$ cat config.mk
export PLATFORM = sky130hd
export DESIGN_NAME = mem_block
export DESIGN_NICKNAME = d
export VERILOG_FILES = /design/src/rtl/mips_pkg.sv /design/src/rtl/mem_block.sv
export SDC_FILE = /design/constraint.sdc
export NUM_CORES = 1
export LEC_CHECK = 0
export ABC_AREA = 1
export BUFFER_PORTS_ARGS = -buffer_cell sky130_fd_sc_hd__buf_2
export CORE_MARGIN = 1
export CORE_UTILIZATION = 48
export DETAILED_ROUTE_END_ITERATION = 16
export PLACE_DENSITY = 0.77
export SYNTH_ARGS = -nofsm -noshare
export SYNTH_HDL_FRONTEND = slang
export SYNTH_SLANG_ARGS = --single-unit
$ cat constraint.sdc
create_clock -name clk -period 1.8 [get_ports clk]
set_clock_uncertainty 0.05 [all_clocks]
set_input_delay 0.09 -clock clk [delete_from_list [all_inputs] [get_ports clk]]
set_output_delay 0.09 -clock clk [all_outputs]
set_load 0.02 [all_outputs]
$ cat src/rtl/mips_pkg.sv
// Shared definitions for the 16-bit pipelined processor: opcodes, FSM states,
// the data-memory command payload and the opcode classification helpers.
package mips_pkg;

    localparam int unsigned DATA_W = 16;
    localparam int unsigned OP_W   = 6;
    localparam int unsigned FLAG_W = 2;
    localparam int unsigned CNT_W  = 8;

    // Opcode map; ALU class occupies 000000-001111.
    localparam logic [OP_W-1:0] OP_ALU_FIRST = 6'b000000;
    localparam logic [OP_W-1:0] OP_ALU_LAST  = 6'b001111;
    localparam logic [OP_W-1:0] OP_NWB_10    = 6'b010000;
    localparam logic [OP_W-1:0] OP_NWB_11    = 6'b010001;
    localparam logic [OP_W-1:0] OP_LOAD      = 6'b010100;
    localparam logic [OP_W-1:0] OP_STORE     = 6'b010101;
    localparam logic [OP_W-1:0] OP_WB_16     = 6'b010110;
    localparam logic [OP_W-1:0] OP_NWB_17    = 6'b010111;
    localparam logic [OP_W-1:0] OP_WB_19     = 6'b011001;
    localparam logic [OP_W-1:0] OP_WB_1A     = 6'b011010;
    localparam logic [OP_W-1:0] OP_WB_1B     = 6'b011011;
    localparam logic [OP_W-1:0] OP_NWB_1C    = 6'b011100;
    localparam logic [OP_W-1:0] OP_NWB_1D    = 6'b011101;
    localparam logic [OP_W-1:0] OP_NWB_1E    = 6'b011110;
    localparam logic [OP_W-1:0] OP_NWB_1F    = 6'b011111;

    typedef enum logic {
        IDLE = 1'b0,
        REQ  = 1'b1
    } state_t;

    typedef struct packed {
        logic              we;
        logic [DATA_W-1:0] addr;
        logic [DATA_W-1:0] wdata;
    } dm_cmd_t;

    function automatic logic is_mem(input logic [OP_W-1:0] op);
        return (op == OP_LOAD) || (op == OP_STORE);
    endfunction

    function automatic logic is_wb(input logic [OP_W-1:0] op);
        logic wb;
        wb = 1'b0;
        if (op <= OP_ALU_LAST) begin
            wb = 1'b1;
        end else begin
            case (op)
                OP_WB_16, OP_WB_19, OP_WB_1A, OP_WB_1B: wb = 1'b1;
                default:                               wb = 1'b0;
            endcase
        end
        return wb;
    endfunction

endpackage

$ cat src/rtl/mem_block.sv
// Memory-access pipeline stage: runs loads/stores over a req/ack data-memory
// handshake with a timeout, and passes all other results to writeback.
module mem_block
    import mips_pkg::*;
#(
    parameter int unsigned REG_AW  = 3,
    parameter int unsigned TIMEOUT = 15
) (
    input  logic              clk,
    input  logic              reset,
    input  logic [15:0]       ans_ex,
    input  logic [15:0]       DM_data,
    input  logic [1:0]        flag_ex,
    input  logic [5:0]        op_ex,
    input  logic [REG_AW-1:0] rd_ex,
    input  logic [15:0]       dm_rdata,
    input  logic              dm_ack,
    output logic              dm_req,
    output logic              dm_we,
    output logic [15:0]       dm_addr,
    output logic [15:0]       dm_wdata,
    output logic [15:0]       ans_mem,
    output logic [1:0]        flag_mem,
    output logic [REG_AW-1:0] rd_mem,
    output logic              wb_en,
    output logic              stall,
    output logic              mem_err
);

    state_t              state_q, state_d;
    logic [CNT_W-1:0]    cnt_q, cnt_d;
    dm_cmd_t             cmd_q, cmd_d;
    logic                req_q, req_d;
    logic [DATA_W-1:0]   ans_q, ans_d;
    logic [FLAG_W-1:0]   flag_q, flag_d;
    logic [REG_AW-1:0]   rd_q, rd_d;
    logic                wb_q, wb_d;
    logic                err_q, err_d;

    // Next-state, next-output and combinational stall.
    always_comb begin
        state_d = state_q;
        cnt_d   = cnt_q;
        cmd_d   = cmd_q;
        req_d   = req_q;
        ans_d   = ans_q;
        flag_d  = flag_q;
        rd_d    = rd_q;
        wb_d    = 1'b0;
        err_d   = err_q;
        stall   = 1'b0;

        case (state_q)
            IDLE: begin
                if (is_mem(op_ex)) begin
                    cmd_d.we    = (op_ex == OP_STORE);
                    cmd_d.addr  = ans_ex;
                    cmd_d.wdata = DM_data;
                    rd_d        = rd_ex;
                    req_d       = 1'b1;
                    cnt_d       = '0;
                    state_d     = REQ;
                    stall       = 1'b1;
                end else begin
                    ans_d  = ans_ex;
                    flag_d = flag_ex;
                    rd_d   = rd_ex;
                    wb_d   = is_wb(op_ex);
                end
            end
            REQ: begin
                if (dm_ack) begin
                    req_d   = 1'b0;
                    state_d = IDLE;
                    if (!cmd_q.we) begin
                        ans_d  = dm_rdata;
                        flag_d = {dm_rdata == 16'h0000, 1'b0};
                        wb_d   = 1'b1;
                    end
                end else if (cnt_q == CNT_W'(TIMEOUT - 1)) begin
                    // Abandon the access; the aborted load never writes back.
                    req_d   = 1'b0;
                    err_d   = 1'b1;
                    ans_d   = '0;
                    state_d = IDLE;
                end else begin
                    cnt_d = cnt_q + CNT_W'(1);
                    stall = 1'b1;
                end
            end
            default: state_d = IDLE;
        endcase
    end

    always_ff @(posedge clk) begin
        if (reset) begin
            state_q <= IDLE;
            cnt_q   <= '0;
            cmd_q   <= '0;
            req_q   <= 1'b0;
            ans_q   <= '0;
            flag_q  <= '0;
            rd_q    <= '0;
            wb_q    <= 1'b0;
            err_q   <= 1'b0;
        end else begin
            state_q <= state_d;
            cnt_q   <= cnt_d;
            cmd_q   <= cmd_d;
            req_q   <= req_d;
            ans_q   <= ans_d;
            flag_q  <= flag_d;
            rd_q    <= rd_d;
            wb_q    <= wb_d;
            err_q   <= err_d;
        end
    end

    assign dm_req   = req_q;
    assign dm_we    = cmd_q.we;
    assign dm_addr  = cmd_q.addr;
    assign dm_wdata = cmd_q.wdata;
    assign ans_mem  = ans_q;
    assign flag_mem = flag_q;
    assign rd_mem   = rd_q;
    assign wb_en    = wb_q;
    assign mem_err  = err_q;

endmodule

After elaboration in Yosys (flattened, before gate mapping)
Cells that the tools add are included.
Widths: inputs -> output; s select.
{"block": "totals", "register_bits": 66, "output_inout_bits": 58, "in_bits": 62}
{"block": "classes", "addsub": 1, "magnitude_cmp": 1, "mux": 27, "n_eq_ne": 15, "bitwise_logic": 2, "n_reduce_logical": 9}
{"op": "$mux 16", "n": 4}
{"op": "$eq 6x5->1 const B", "n": 6}
{"op": "$pmux 16 s2", "n": 1}
{"op": "$mux 8", "n": 3}
{"op": "$logic_not 16->1", "n": 1}
{"op": "$pmux 8 s2", "n": 1}
{"op": "$ne 2x2->1 const B", "n": 6}
{"op": "$reduce_and 3->1", "n": 4}
{"op": "$mux 1", "n": 11}
{"op": "$add 8x1->8 const B", "n": 1}
{"op": "$eq 8x4->1 const B", "n": 1}
{"op": "$le 6x4->1 const B", "n": 1}
{"op": "$mux 2", "n": 3}
{"op": "$pmux 1 s2", "n": 3}
{"op": "$pmux 2 s2", "n": 1}
{"op": "$reduce_and 2->1", "n": 2}
{"op": "$reduce_or 4->1", "n": 1}
{"op": "$ne 3x2->1 const B", "n": 1}
{"op": "$ne 3x3->1 const B", "n": 1}
{"op": "$not 1->1", "n": 2}
{"op": "$logic_or 1x1->1", "n": 1}

Logic depth before layout (Yosys ltp)
Gate-level depths: netlist (run 1).
{"block": "depth", "ltp_word": 6, "ltp_mapped": 9, "depth_no_buf": 9}

Least setup slack after synthesis (run 1)
OpenSTA, ideal clock, no wires.
{"block": "synth_timing", "path_kind": "register to register", "startpoint": "register cnt_q[0]", "endpoint": "register ans_q[10] (netlist: ans_mem[10])", "setup_time_ns": 0.113, "path_stages_with_launch": 10, "synth_period_minus_slack_ns": 1.459, "arrival_time_ns": 1.296, "path_slack_ns": 0.341, "path_buffers": 1, "required_time_ns": 1.637, "path_cell_list": "dfxtp_1 -> inv_1 -> ha_1 -> nand3_1 -> nor2_1 -> nor2_1 -> nor2_4 -> buf_6 -> nor2_1 -> nor2_1"}
{"block": "synth_between", "elab_chain_len": 3}
{"item": "start, declared", "line_no": "mem_block.sv:31", "text": "logic [CNT_W-1:0] cnt_q, cnt_d;"}
{"item": "start signal, assigned", "line_no": "mem_block.sv:108", "text": "cnt_q <= cnt_d;"}
{"item": "$eq 8x4->1", "line_no": "mem_block.sv:80", "text": "end else if (cnt_q == CNT_W'(TIMEOUT - 1)) begin"}
{"item": "$ne 3x2->1 (no line)"}
{"item": "$reduce_and 3->1 (no line)"}
{"item": "end signal, assigned", "line_no": "mem_block.sv:111", "text": "ans_q <= ans_d;"}
{"item": "end, declared", "line_no": "mem_block.sv:34", "text": "logic [DATA_W-1:0] ans_q, ans_d;"}
Every way passes these cells.
A chain may end at the register's enable or synchronous reset.

Worst setup path after layout (run 1)
{"block": "layout_timing", "startpoint": "register state_q", "endpoint": "register wb_q (netlist: wb_en)"}
{"block": "layout_between", "elab_chain_len": 2}
{"item": "start, declared", "line_no": "mem_block.sv:30", "text": "state_t state_q, state_d;"}
{"item": "start signal, assigned", "line_no": "mem_block.sv:107", "text": "state_q <= state_d;"}
{"item": "$not 1->1 (no line)"}
{"item": "$pmux 1 s2 *", "line_no": "mem_block.sv:53", "text": "case (state_q)"}
{"item": "end signal, assigned", "line_no": "mem_block.sv:114", "text": "wb_q <= wb_d;"}
{"item": "end, declared", "line_no": "mem_block.sv:37", "text": "logic wb_q, wb_d;"}
Mark *: on every way between the ends. The rest lies on a longest branch, timed or not.

==> results.md, run 1 <==
- Synth Area in XOR/XNOR: 0%
- Fraction of layout cells with a size suffix above 1: 27.43%
- CTS H-tree depth: 3
- Mux cell area share after synthesis: 0%
- Clock buffer depth: 2
- DRT Pass-1 Iters: 5
- Largest family of logic cells by synthesized area: simple AND/OR/NAND/NOR gates
- Psw: 0.8384 mW
- Fin util: 71.49%
- TritonCTS Sinks: 66
- CP Cell Sequence: inv_2 > buf_4 > nand2_1 > nor2_1 > nand2_1 > dlygate4sd3_1 > a21oi_1
- Final setup violation count: 0
- DRC errors left: 0
- Largest net degree at the start of global routing: 41
- Placed cell count: 595
- Via density: 5.203
- Netlist cell types: 28
- CP peak stage delay: 0.55 ns
- FILL cells: 462
- Crit Path Max Fanout: 10
- Mean Syn Cell Area: 7.081 um2
- Worst rel slew slack: 74.98%
- Synth Area in Adders: 0.8536%
- Total Power: 3.426 mW
- Gate power share: 12.6%
- Die height: 80.15 um
- Crit path required time: 2.03 ns
- Worst Hold Class: input pin to flip-flop
- I/O pin count: 120
- Seq pwr share: 44.5%
- Cell area power density: 809.3 nW/um2
- Starting Density: 49.51%
- Unrepaired setup endpoints after global routing: false
- Final #Nets: 635
- Status: finished, final reports clean
- Finished Layout Cells: 651
- Critical path class: flip-flop to flip-flop
- Placed wire-length estimate: 6001 um
- Number of global-route vias before repair: 3130
- Post-Synthesis Net Count: 478
- Routed length per instance: 13.80 um
- Slowest cell on the critical path: dlygate4sd3_1
- Leak: 2.210 nW
- Minimum clock period after layout: 1.713 ns
- Row count: 28
- Synth Area in Compound Gates: 12.72%
- Port-buffer cells: 119
- CP endpoint kind: flip-flop
- P&R area growth vs syn: 44.39%
- EDFF count, synth: 0
- Routed wire length: 8986 um
- Critical path arrival: 1.94 ns
- Fmax: 0.5837 GHz
- Ant diodes: 0
- Initial antenna violation count: 0
- Worst-margin pin slew: 0.3754 ns
- Initial detailed-routing violation count: 193
- Critical path's top delay family: buffers and inverters
- Sequential-to-total area share from yosys stat: 45.07%
- Placed cell areas: 3568 um2
- Endpoints failing hold: 0
- Global route overflow: 0
- Num CTS Buffers: 9
- Synth Cell Area: 2932 um2
- Sw Share: 24.47%
- Reg area: 1325 um2
- CORE AREA: 5921 um2
- Crit path top cell by count: nand2_1
- Clk slew on worst S/H paths: 0.07 ns
- Global-route wire length before repair: 14160 um
- Number of max-cap violations: 0
- Period utilisation layout: 95.17%
- DIE WIDTH: 80.15 um
- GRT Total Usage: 29.24%
- Top FF cell, synth: dfxtp_1
- Setup TNS: 0 ns
- Clock Tree Root: clkbuf_8
- CP bufs+invs: 3
- TritonCTS clock tree: built
- Worst-Skew Late Latency: 0.35 ns
- Mapped Cells: 414
- Internal power: 2.587 mW
- Async S/R FF share, synth: 0%
- Synthesis-stage register bit count: 66
- Crit start category: flip-flop
- Footprint of the multi-input gates: 1353 um2
- Slew Viols, Final: 0
- GP Congestion: 0.8502
- Max IR drop VDD: 681.9 uV
- Synth Area in Simple Gates: 32.14%
- Via count: 3387
- Die area: 6424 um2
- DRT antenna net count: 0
- Finished layout cell area: 4233 um2
- Clock Power Share: 42.9%
- Synthesis warning total: 0
## cells in the final DEF, fill, tap and decap left out, types with 14 or more instances in the layout
cell type	netlist	final
dfxtp_1	66	63
o31ai_1	14	14
inv_1	35	35
nor2_1	64	64
o21ai_0	16	16
nand2_1	119	119
buf_2	7	119
dlygate4sd3_1	0	39
a21oi_1	30	30
nand4_1	18	18
## cell type report
class | count | share of cell area [%]
flip-flops and latches | 66 | 31.30
inverters | 38 | 3.429
clock buffers | 12 | 3.902
well taps | 75 | 2.217
multi-input cells | 289 | 31.95
repair buffers | 167 | 25.48
clock inverters | 4 | 1.714
## Yosys cell counts, types with 2 or more instances
library cell  number  area share (%)
inv_1             35             4.5
nand2_1          119              15
buf_2              7             1.2
nand2_2            2            0.43
o21ai_0           16             2.7
nand4_1           18             3.8
buf_4              4             1.0
o31ai_1           14             3.6
buf_6              3             1.2
nand3_1           12             2.0
inv_2              2            0.26
ha_1               2            0.85
a21oi_1           30             5.1
clkbuf_1           7            0.90
nor2_1            64             8.2
dfxtp_1           66              45
nand2_4            2            0.77
## cell families (layout without fill, tap and decap cells)
family	count (synthesis)	in the layout
DFF	66	66
AOI/OAI and AO/OA	65	65
and+or+nand+nor	222	222
buffers and inverters	59	221
adders and majority gates	2	2
## tightest hold or removal path, stage by stage
cell and delay (ns):
buf_2 0.08, nand2_1 0.05, nand2_1 0.07, nor2_1 0.05, nor2_1 0.10
## flip-flops by register name, summed over array words and instances, names as in the netlist
signal,flops
ans_mem,16
cnt_q,8
dm_addr,16
dm_req,1
dm_wdata,16
dm_we,1
flag_mem,2
mem_err,1
rd_mem,3
state_q,1
wb_en,1
## power by group through the flow
stage	clock [mW]	combinational [mW]	sequential (mW)
2_1_floorplan	0	0.145	1.61
3_3_place_gp	0	0.349	1.56
3_5_place_dp	0	0.353	1.56
4_1_cts	1.49	0.419	1.53
5_1_grt	1.55	0.469	1.53
6_report	1.47	0.430	1.53
## per-layer routing
layer / routed length (um) / vias to the layer above / GRT usage [%] / part of all wire, %
li1: - / 1651 / - / -
met1: 3495 / 1548 / 33.00 / 39
met2: 4405 / 154 / 49.49 / 49
met3: 717 / 34 / 7.841 / 8.0
met4: 367 / 0 / 16.79 / 4.1
met5: 0 / - / 0 / 0
## repair_timing
action	in CTS	in global routing
endpoints found under the hold margin	38	0
setup endpoints to repair	1	4
resized for setup	1	4
pin swaps	0	2
buffers inserted	0	1
hold buffers	39	0
## per-stage QoR
step / worst slack (ns) / hold WS [ns]
after global placement: 0.2698 / 0.2888
after floorplan: 0.3407 / 0.1783
after detailed placement: 0.1875 / 0.2881
after global routing: 0.02381 / 0.08141
final: 0.08685 / 0.06197
after CTS: 0.01197 / 0.02690
## final timing paths
kind / to / slack [ns] / start / depth (start not counted)
min: flag_mem[1]$_SDFFE_PP0P_ / 0.06 / flag_ex[1] / 5
max: wb_en$_SDFF_PP0_ / 0.09 / state_q$_SDFF_PP0_ / 7
max reg2reg: wb_en$_SDFF_PP0_ / 0.09 / state_q$_SDFF_PP0_ / 7
min reg2reg: dm_addr[12]$_SDFFE_PP0P_ / 0.41 / dm_addr[12]$_SDFFE_PP0P_ / 2
Note: power is estimated with default switching activity, not from simulation.
==> run 2, diff against run 1 <==
--- a/config.mk
+++ b/config.mk
@@ -8,9 +8,10 @@
 export ABC_AREA = 1
 export BUFFER_PORTS_ARGS = -buffer_cell sky130_fd_sc_hd__buf_2
 export CORE_MARGIN = 1
-export CORE_UTILIZATION = 48
+export CORE_UTILIZATION = 49
+export CTS_BUF_LIST = sky130_fd_sc_hd__clkbuf_4 sky130_fd_sc_hd__clkbuf_8
 export DETAILED_ROUTE_END_ITERATION = 16
-export PLACE_DENSITY = 0.77
+export PLACE_DENSITY = 0.78
 export SYNTH_ARGS = -nofsm -noshare
 export SYNTH_HDL_FRONTEND = slang
 export SYNTH_SLANG_ARGS = --single-unit
==> run 2 against run 1 <==
  * First-iteration DRC count is 16% higher
  * Count of clock-buffer cells in the layout is 3 lower
  * Combinational power down 3%
  * Critical path depth unchanged
  * Global-route usage increased by 0.89 points
  * Flip-flop and latch count did not move
  * Non-clock buffer count shrank 6
  * Critical endpoint is now stall
  * Largest power group unchanged
==> results.md, run 2 (synthesis results as in run 1) <==
- Status: finished, final reports clean
- Fraction of layout cells with a size suffix above 1: 28.37%
- Die height: 79.35 um
- Initial detailed-routing violation count: 224
- Clock Tree Root: clkbuf_8
- Worst-Skew Late Latency: 0.35 ns
- Fin util: 73.65%
- DRT antenna net count: 0
- Num CTS Buffers: 9
- Crit start category: input pin
- Unrepaired setup endpoints after global routing: false
- Worst rel slew slack: 74.87%
- GRT Total Usage: 30.13%
- Clock buffer depth: 2
- Most frequent cells in the layout: nand2_1 (119), buf_2 (119), dfxtp_1 (65)
- DIE WIDTH: 79.35 um
- CORE AREA: 5642 um2
- Number of global-route vias before repair: 3321
- Setup TNS: 0 ns
- Number of max-cap violations: 0
- Global route overflow: 0
- GP Congestion: 0.8337
- I/O pin count: 120
- Critical path's top delay family: buffers and inverters
- Finished layout cell area: 4155 um2
- Crit path top cell by count: buf_2
- Largest net degree at the start of global routing: 36
- Fmax: 0.5863 GHz
- Placed cell areas: 3602 um2
- Minimum clock period after layout: 1.706 ns
- Max IR drop VDD: 564.6 uV
- Postcts setup bufs: 0
- Row count: 27
- TritonCTS Sinks: 66
- Initial antenna violation count: 0
- CP bufs+invs: 3
- Global-route wire length before repair: 14610 um
- Leak: 2.179 nW
- Critical path arrival: 1.57 ns
- Setup ws final: 0.09449 ns
- DRC errors left: 0
- CP endpoint kind: output port
- Starting Density: 51.96%
- Die area: 6296 um2
- Routed wire length: 8945 um
- Crit Path Max Fanout: 14
- Placed wire-length estimate: 6062 um
- Cell area power density: 832.2 nW/um2
- CP Cell Sequence: dlygate4sd3_1 > buf_2 > nand2_1 > nor2_2 > nand3_4 > nand2_4 > buf_2
- Clk slew on worst S/H paths: 0.07 ns
- P&R area growth vs syn: 41.74%
- Slowest cell on the critical path: dlygate4sd3_1
- DP Worst Slack: 0.2133 ns
- TritonCTS clock tree: built
- DRT Pass-1 Iters: 5
- Worst Hold Class: input pin to flip-flop
- CTS H-tree depth: 3
- Critical path class: input pin to output port
- Endpoints failing hold: 0
- Port-buffer cells: 119
- Via count: 3298
- Final setup violation count: 0
- Final #Nets: 630
- Ant diodes: 0
- Period utilisation layout: 94.75%
- Via density: 5.129
- FILL cells: 438
- Worst-margin pin slew: 0.3770 ns
- CP peak stage delay: 0.52 ns
- Crit path required time: 1.66 ns
- Routed length per instance: 13.91 um
- Slew Viols, Final: 0
[run 2: tightest hold or removal path, stage by stage]
cell and delay, ns:
buf_2 0.10, nand2_1 0.10, o31ai_1 0.07
[run 2: layout make-up]
cell class	count	area [um2]	share of cell area [%]
Multi-Input combinational cell	290	1361	32.76
Sequential cell	66	1323	31.83
Timing Repair Buffer	161	996.0	23.97
Inverter	38	145.1	3.493
Clock buffer	9	123.9	2.981
Clock inverter	7	116.4	2.800
Tap cell	72	90.09	2.168
[run 2: final timing paths]
kind                            start                  endpoint  slack [ns]  cells after the start
max                          op_ex[4]                     stall        0.09                      7
min                         ans_ex[3]   dm_addr[3]$_SDFFE_PP0P_       0.003                      3
max reg2reg        state_q$_SDFF_PP0_   ans_mem[1]$_SDFFE_PP0P_        0.19                      8
min reg2reg  dm_addr[14]$_SDFFE_PP0P_  dm_addr[14]$_SDFFE_PP0P_        0.40                      2
[run 2: metrics by stage]
stage                     instances  power [mW]  hold slack [ns]
final                           643       3.458         0.002600
after global routing            643       3.576          0.01338
after CTS                       642       3.458        0.0006505
after detailed placement        597       1.916           0.2957
after global placement          597       1.909           0.2749
after floorplan                 414       1.754           0.1783
[run 2: where the power goes]
part / internal (mW) / total [mW] / switching [mW]
Combinational: 0.182 / 0.418 / 0.236
Sequential: 1.50 / 1.52 / 0.0205
Clock: 0.920 / 1.52 / 0.598
[run 2: repair_timing]
item / CTS / global route
endpoints found under the setup margin: 1 / 1
resized for setup: 1 / 3
gates cloned: 0 / 1
endpoints found under the hold margin: 28 / 0
pin swaps: 0 / 2
hold buffers: 29 / 0
[run 2: layer usage]
metal / wire (um) / track usage [%] / vias up
li1: - / - / 1630
met1: 3646 / 34.38 / 1484
met2: 4347 / 51.12 / 154
met3: 670 / 7.816 / 30
met4: 281 / 16.36 / 0
met5: 0 / 0 / -
